File: config.mk
export PLATFORM = sky130hd
export DESIGN_NAME = fetch_req_ctrl_flat
export DESIGN_NICKNAME = d
export VERILOG_FILES = /design/src/rtl/fetch_req_ctrl_if.sv /design/src/rtl/fetch_req_ctrl.sv /design/src/flat_wrapper.sv
export SDC_FILE = /design/constraint.sdc
export NUM_CORES = 1
export LEC_CHECK = 0
export ABC_AREA = 1
export ABC_CLOCK_PERIOD_IN_PS = 2000
export CAP_MARGIN = 20
export CORE_UTILIZATION = 30
export CTS_BUF_LIST = sky130_fd_sc_hd__clkbuf_2 sky130_fd_sc_hd__clkbuf_4 sky130_fd_sc_hd__clkbuf_8
export CTS_CLUSTER_DIAMETER = 80
export CTS_CLUSTER_SIZE = 24
export DETAILED_ROUTE_END_ITERATION = 8
export PLACE_DENSITY_LB_ADDON = 0.12
export SYNTH_ARGS = -nofsm -noshare
export SYNTH_HDL_FRONTEND = slang
export SYNTH_SLANG_ARGS = --single-unit
export TNS_END_PERCENT = 1
File: constraint.sdc
create_clock -name clk -period 2 [get_ports clk]
set_input_delay 0.4 -clock clk [delete_from_list [all_inputs] [get_ports clk]]
set_output_delay 0.4 -clock clk [all_outputs]
set_load 0.1 [all_outputs]
File: src/rtl/fetch_req_ctrl_if.sv
// rtl/fetch_req_ctrl_if.sv - ICache fetch request/response handshake bundle
// Master drives the request and the stale-response flag; slave is the ICache side.
interface fetch_req_ctrl_if;
  logic        inst_req;
  logic [31:0] req_vaddr_o;
  logic [3:0]  req_enable_o;
  logic        resp_discard_o;
  logic        inst_index_ok;
  logic        inst_data_ok;

  modport master (
    output inst_req,
    output req_vaddr_o,
    output req_enable_o,
    output resp_discard_o,
    input  inst_index_ok,
    input  inst_data_ok
  );

  modport slave (
    input  inst_req,
    input  req_vaddr_o,
    input  req_enable_o,
    input  resp_discard_o,
    output inst_index_ok,
    output inst_data_ok
  );
endinterface

File: src/rtl/fetch_req_ctrl.sv
// rtl/fetch_req_ctrl.sv - IF stage-1 fetch PC owner and ICache request sequencer
// Tracks in-flight requests and marks responses stale after a redirect.
module fetch_req_ctrl #(
  parameter logic [31:0] RESET_PC  = 32'hBFC0_0000,
  parameter int          MAX_OUTST = 2
) (
  input  logic                    clk,
  input  logic                    rst,
  input  logic                    exc_redirect_i,
  input  logic [31:0]             exc_pc_i,
  input  logic                    br_redirect_i,
  input  logic [31:0]             br_pc_i,
  input  logic                    pred_take_i,
  input  logic [31:0]             pred_pc_i,
  input  logic                    down_allowin_i,
  fetch_req_ctrl_if.master        icache,
  output logic [1:0]              outst_cnt_o,
  output logic                    busy_o
);

  localparam logic [1:0] ST_IDLE  = 2'd0;
  localparam logic [1:0] ST_REQ   = 2'd1;
  localparam logic [1:0] ST_HOLD  = 2'd2;
  localparam logic [1:0] ST_FLUSH = 2'd3;
  localparam logic [1:0] MAX_CNT  = 2'(MAX_OUTST);

  logic [1:0]  state_q, state_d;
  logic [31:0] pc_q, pc_d;
  logic [1:0]  outst_q, outst_d;
  logic [1:0]  discard_q, discard_d;

  logic        can_issue;
  logic        req;
  logic        fire;
  logic        resp_ok;
  logic        drop;
  logic        redirect;
  logic [31:0] redirect_pc;
  logic        unused_pc_bits;

  always_comb begin
    can_issue   = (outst_q < MAX_CNT) && down_allowin_i;
    req         = (state_q == ST_REQ) && can_issue;
    fire        = req && icache.inst_index_ok;
    // A response with nothing in flight is a protocol error and is ignored.
    resp_ok     = icache.inst_data_ok && (outst_q != 2'd0);
    drop        = icache.inst_data_ok && (discard_q != 2'd0);
    redirect    = exc_redirect_i || br_redirect_i;
    redirect_pc = exc_redirect_i ? exc_pc_i : br_pc_i;

    outst_d = outst_q;
    if (fire && !resp_ok) begin
      outst_d = outst_q + 2'd1;
    end else if (!fire && resp_ok) begin
      outst_d = outst_q - 2'd1;
    end

    // Everything still in flight after this cycle, including a same-cycle fire, is stale.
    discard_d = redirect ? outst_d : (discard_q - {1'b0, drop});

    pc_d = pc_q;
    if (redirect) begin
      pc_d = redirect_pc;
    end else if (fire) begin
      pc_d = pred_take_i ? pred_pc_i : {pc_q[31:4] + 28'd1, 4'b0000};
    end

    state_d = state_q;
    case (state_q)
      ST_IDLE:  state_d = ST_REQ;
      ST_REQ:   if (!can_issue) state_d = ST_HOLD;
      ST_HOLD:  if (can_issue) state_d = ST_REQ;
      ST_FLUSH: state_d = ST_REQ;
      default:  state_d = ST_IDLE;
    endcase
    if (redirect && (state_q != ST_IDLE)) begin
      state_d = ST_FLUSH;
    end
  end

  always_ff @(posedge clk) begin
    if (!rst) begin
      state_q   <= ST_IDLE;
      pc_q      <= RESET_PC;
      outst_q   <= 2'd0;
      discard_q <= 2'd0;
    end else begin
      state_q   <= state_d;
      pc_q      <= pc_d;
      outst_q   <= outst_d;
      discard_q <= discard_d;
    end
  end

  assign icache.inst_req       = req;
  assign icache.req_vaddr_o    = {pc_q[31:2], 2'b00};
  assign icache.req_enable_o   = 4'(4'b1111 << pc_q[3:2]);
  assign icache.resp_discard_o = drop;
  assign outst_cnt_o           = outst_q;
  assign busy_o                = (outst_q != 2'd0) || (state_q != ST_IDLE);
  assign unused_pc_bits        = ^pc_q[1:0];

endmodule
File: src/flat_wrapper.sv
// flat-port wrapper written by rule: the top's interface ports become plain ports
module fetch_req_ctrl_flat 
#(
  parameter logic [31:0] RESET_PC  = 32'hBFC0_0000,
  parameter int          MAX_OUTST = 2
)
  (clk, rst, exc_redirect_i, exc_pc_i, br_redirect_i, br_pc_i, pred_take_i, pred_pc_i, down_allowin_i, outst_cnt_o, busy_o, icache_inst_req, icache_req_vaddr_o, icache_req_enable_o, icache_resp_discard_o, icache_inst_index_ok, icache_inst_data_ok);
  fetch_req_ctrl_if icache_i ();
  input  logic clk;
  input  logic rst;
  input  logic exc_redirect_i;
  input  logic [31:0] exc_pc_i;
  input  logic br_redirect_i;
  input  logic [31:0] br_pc_i;
  input  logic pred_take_i;
  input  logic [31:0] pred_pc_i;
  input  logic down_allowin_i;
  output logic [1:0] outst_cnt_o;
  output logic busy_o;
  output wire logic [$bits(icache_i.inst_req)-1:0] icache_inst_req;
  output wire logic [$bits(icache_i.req_vaddr_o)-1:0] icache_req_vaddr_o;
  output wire logic [$bits(icache_i.req_enable_o)-1:0] icache_req_enable_o;
  output wire logic [$bits(icache_i.resp_discard_o)-1:0] icache_resp_discard_o;
  input wire logic [$bits(icache_i.inst_index_ok)-1:0] icache_inst_index_ok;
  input wire logic [$bits(icache_i.inst_data_ok)-1:0] icache_inst_data_ok;
  assign icache_inst_req = icache_i.inst_req;
  assign icache_req_vaddr_o = icache_i.req_vaddr_o;
  assign icache_req_enable_o = icache_i.req_enable_o;
  assign icache_resp_discard_o = icache_i.resp_discard_o;
  assign icache_i.inst_index_ok = icache_inst_index_ok;
  assign icache_i.inst_data_ok = icache_inst_data_ok;
  fetch_req_ctrl #(.RESET_PC(RESET_PC), .MAX_OUTST(MAX_OUTST)) u_core (.clk(clk), .rst(rst), .exc_redirect_i(exc_redirect_i), .exc_pc_i(exc_pc_i), .br_redirect_i(br_redirect_i), .br_pc_i(br_pc_i), .pred_take_i(pred_take_i), .pred_pc_i(pred_pc_i), .down_allowin_i(down_allowin_i), .icache(icache_i), .outst_cnt_o(outst_cnt_o), .busy_o(busy_o));
endmodule
==> flow_metrics.tcl <==
set metrics [dict create \
    outcome "finished clean" \
    hold_slack_ns 0.5273 \
    globalRoute.totalOverflow 0 \
    peakVddDrop_mv 0.2549 \
    seqCellArea_um2 725.7 \
    synthDominantCellAreaShare_pct 23.61 \
    final_min_period_over_clock_period_pct 91.56 \
    critical_path.endpoint_type "output pin" \
    die-height_um 102.9 \
    cts_root_buf "clkbuf_8" \
    portBuffers 135 \
    drt_first_iter_violations 156 \
    slew_violations 0 \
    synthDominantAreaCellType "dfxtp_1" \
    area_of_combinational_cells_with_multiple_inputs_um2 1978 \
    reg2regPathDepth 9 \
    width_of_the_die_um 102.9 \
    layout.nets 783 \
    worst-endpoint-required_ns 1.60 \
    cts.htree.levels 2 \
    final_hold_fails 0 \
    drt-pass1-iter-count 5 \
    start_kind "input port" \
    power_density_nw_per_um2 581.8 \
    num_rows 36 \
    postSynth.topFlopCell "dfxtp_1" \
    highest_fanout_seen_on_the_critical_path 3 \
    first_global_vias 3769 \
    routed-via-count 3959 \
    cts_buffers 5 \
    layout.cells.non_filler 810 \
    timing.clock.skew_ns 0.008067 \
    design.die.area_um2 10580 \
    area_growth_pct 62.95 \
    ys.warnings.count 0 \
    synthArstFlopShare_pct 0 \
    power.net_switching_w 0.001265 \
    mappedNetlistArea_um2 3053 \
    antenna_found_initial 0 \
    max-cap-violations 0 \
    routabilityCongestion 0.8339 \
    worst_hold_path.endpoint "u_core.pc_q[5]" \
    drc 0 \
    routedWlPerCell_um 15.09 \
    hold-path-cell-count 2 \
    yosys_register_bits 36 \
    seq_power_share_pct 30.0 \
    drt.antenna.violating_nets 0 \
    syn-mean-instance-area_um2 5.782 \
    gr-usage-all-layers_pct 23.20 \
    power_leakage_nw 2.132 \
    place_ws_ns 0.01671 \
    timing.final.ws_setup_ns 0.1688 \
    tritoncts "yes" \
    post-cts-setup-buffer-count 0 \
    synthCells 528 \
    place_hpwl_mm 9.724 \
    grt_setup_unrepaired "no" \
    worstReg2RegEnd "u_core.pc_q[12]" \
    clock_power_share_pct 20.5 \
    final_common_cell "nand2_1" \
    cts_hold_buffers 0 \
    synth-edff-count 0 \
    finalSetupTns_ns 0 \
    dp.cells 802 \
    antennaDiodeCount 0 \
    postRouteWirelength_mm 12.22 \
    final_core_util_pct 50.66 \
    grt_start_max_net_pins 24 \
    vias_per_cell 4.888 \
    synth_seq_area_share_pct 23.61 \
    clock_sink_count 36 \
    worstPathArrival_ns 1.43 \
    power.combinational.fraction_pct 49.5 \
    cell_internal_pwr_w 0.001629 \
    synth.area.top_cells "dfxtp_1 24%, nand2_1 15%, nor2_1 14%" \
    synthDistinctLibCells 34 \
    reg2reg_from "u_core.pc_q[5]" \
    maxClockFrequency_mhz 546.1 \
    clk_path_buf_depth 2 \
    reg2reg_slack_ns 0.31 \
    area_of_the_placeable_core_um2 9819 \
    setup_viol 0 \
    cts.repair.resized 0 \
    hold_path_startpoint "u_core.pc_q[5]" \
    power.share.switching_pct 43.70 \
    min-delay-path-class "reg -> reg" \
    timing.final.crit_period_ns 1.831 \
    cts.clk_slew.worst_paths_ns 0.08 \
    filler_cell_count 1088 \
    clock_insertion_delay_worst_skew_ns 0.29 \
    drive_gt1_share_pct 15.51 \
    layout_common_cells "119 x nand2_1, 115 x nor2_1, 97 x clkdlybuf4s50_1, 57 x inv_1, 43 x buf_4" \
    criticalPathCategory "in -> out" \
    grt_pass1_wl_mm 18.87 \
    initial_utilization_pct 31.09 \
    num_io_pins 145 \
]
==> cells in the mapped netlist (3+ instances only) <==
cell      number
o21bai_1       4
ha_1           3
xor2_1         3
dfxtp_1       36
nor3_1         3
clkbuf_1       7
a31oi_1        7
o221ai_1       3
nor2_4         5
nor2_1       117
inv_1         57
nand2_1      120
buf_2         10
nand3_1       32
o21ai_0       29
inv_2          4
a21oi_1       19
o32ai_1       10
nor2_2         5
buf_4          6
nand2_2        5
nand4_1        8
o211ai_1      16
a22oi_1        6
==> how the worst max path moves through the flow <==
stage / startpoint / endpoint / slack, ns / cells past startpoint
3_3_place_gp: br_redirect_i / u_core.pc_q[26] / 0.04 / 7
5_1_grt: u_core.pc_q[5] / u_core.pc_q[12] / 0.12 / 9
6_report: down_allowin_i / icache_inst_req / 0.17 / 5
2_1_floorplan: u_core.pc_q[3] / icache_req_enable_o[1] / -0.12 / 1
3_5_place_dp: br_redirect_i / u_core.pc_q[8] / 0.02 / 8
4_1_cts: down_allowin_i / icache_inst_req / 0.17 / 5
==> metrics by stage <==
stage	cell area, um2	power, W
finish	4975	0.002894
floorplan	3069	0.001740
global placement	4877	0.002305
detailed placement	4877	0.002316
CTS	4975	0.002902
global route	4975	0.003035
==> registers in the layout (all words and copies together), names as in the netlist <==
| signal | count |
|---|---|
| u_core.outst_cnt_o | 2 |
| u_core.pc_q | 30 |
| u_core.discard_q | 2 |
| u_core.state_q | 2 |
==> metal layers <==
layer,GRT usage (%),part of all wire [%]
met3,2.847,6.8
met1,32.29,48
met2,38.00,44
met4,5.742,1.3
met5,0,0
==> cells by family (layout without fill, tap and decap cells) <==
| family | Yosys count | in the layout | share of synthesized area (%) |
|---|---|---|---|
| simple gates | 302 | 302 | 42.21 |
| fa+ha+maj | 3 | 3 | 1.230 |
| compound gates | 96 | 96 | 19.88 |
| flops | 36 | 36 | 23.61 |
| other cells | 2 | 3 | 0.2460 |
| xor+xnor | 3 | 3 | 0.8608 |
| buf+inv | 86 | 234 | 11.97 |
==> critical path, cell delays in order <==
cell and delay [ns]:
clkdlybuf4s50_1 0.47, nand2_2 0.09, nor2_4 0.15, buf_4 0.15, buf_12 0.17
==> power by group through the flow <==
stage / Sequential (W) / Clock [W] / Combinational (W)
after CTS: 0.000869 / 0.000597 / 0.00144
after floorplan: 0.00125 / 0 / 0.000486
after detailed placement: 0.000885 / 0 / 0.00143
after global routing: 0.000879 / 0.000634 / 0.00152
after global placement: 0.000882 / 0 / 0.00142
final: 0.000868 / 0.000593 / 0.00143
==> layout make-up <==
| class | instances | share of cell area, % |
|---|---|---|
| Multi-Input combinational cell | 407 | 39.76 |
| Timing Repair Buffer | 164 | 35.66 |
| Sequential cell | 36 | 14.59 |
| Inverter | 62 | 4.678 |
| Tap cell | 133 | 3.345 |
| Clock buffer | 8 | 1.962 |
(Power assumes the default switching activity.)
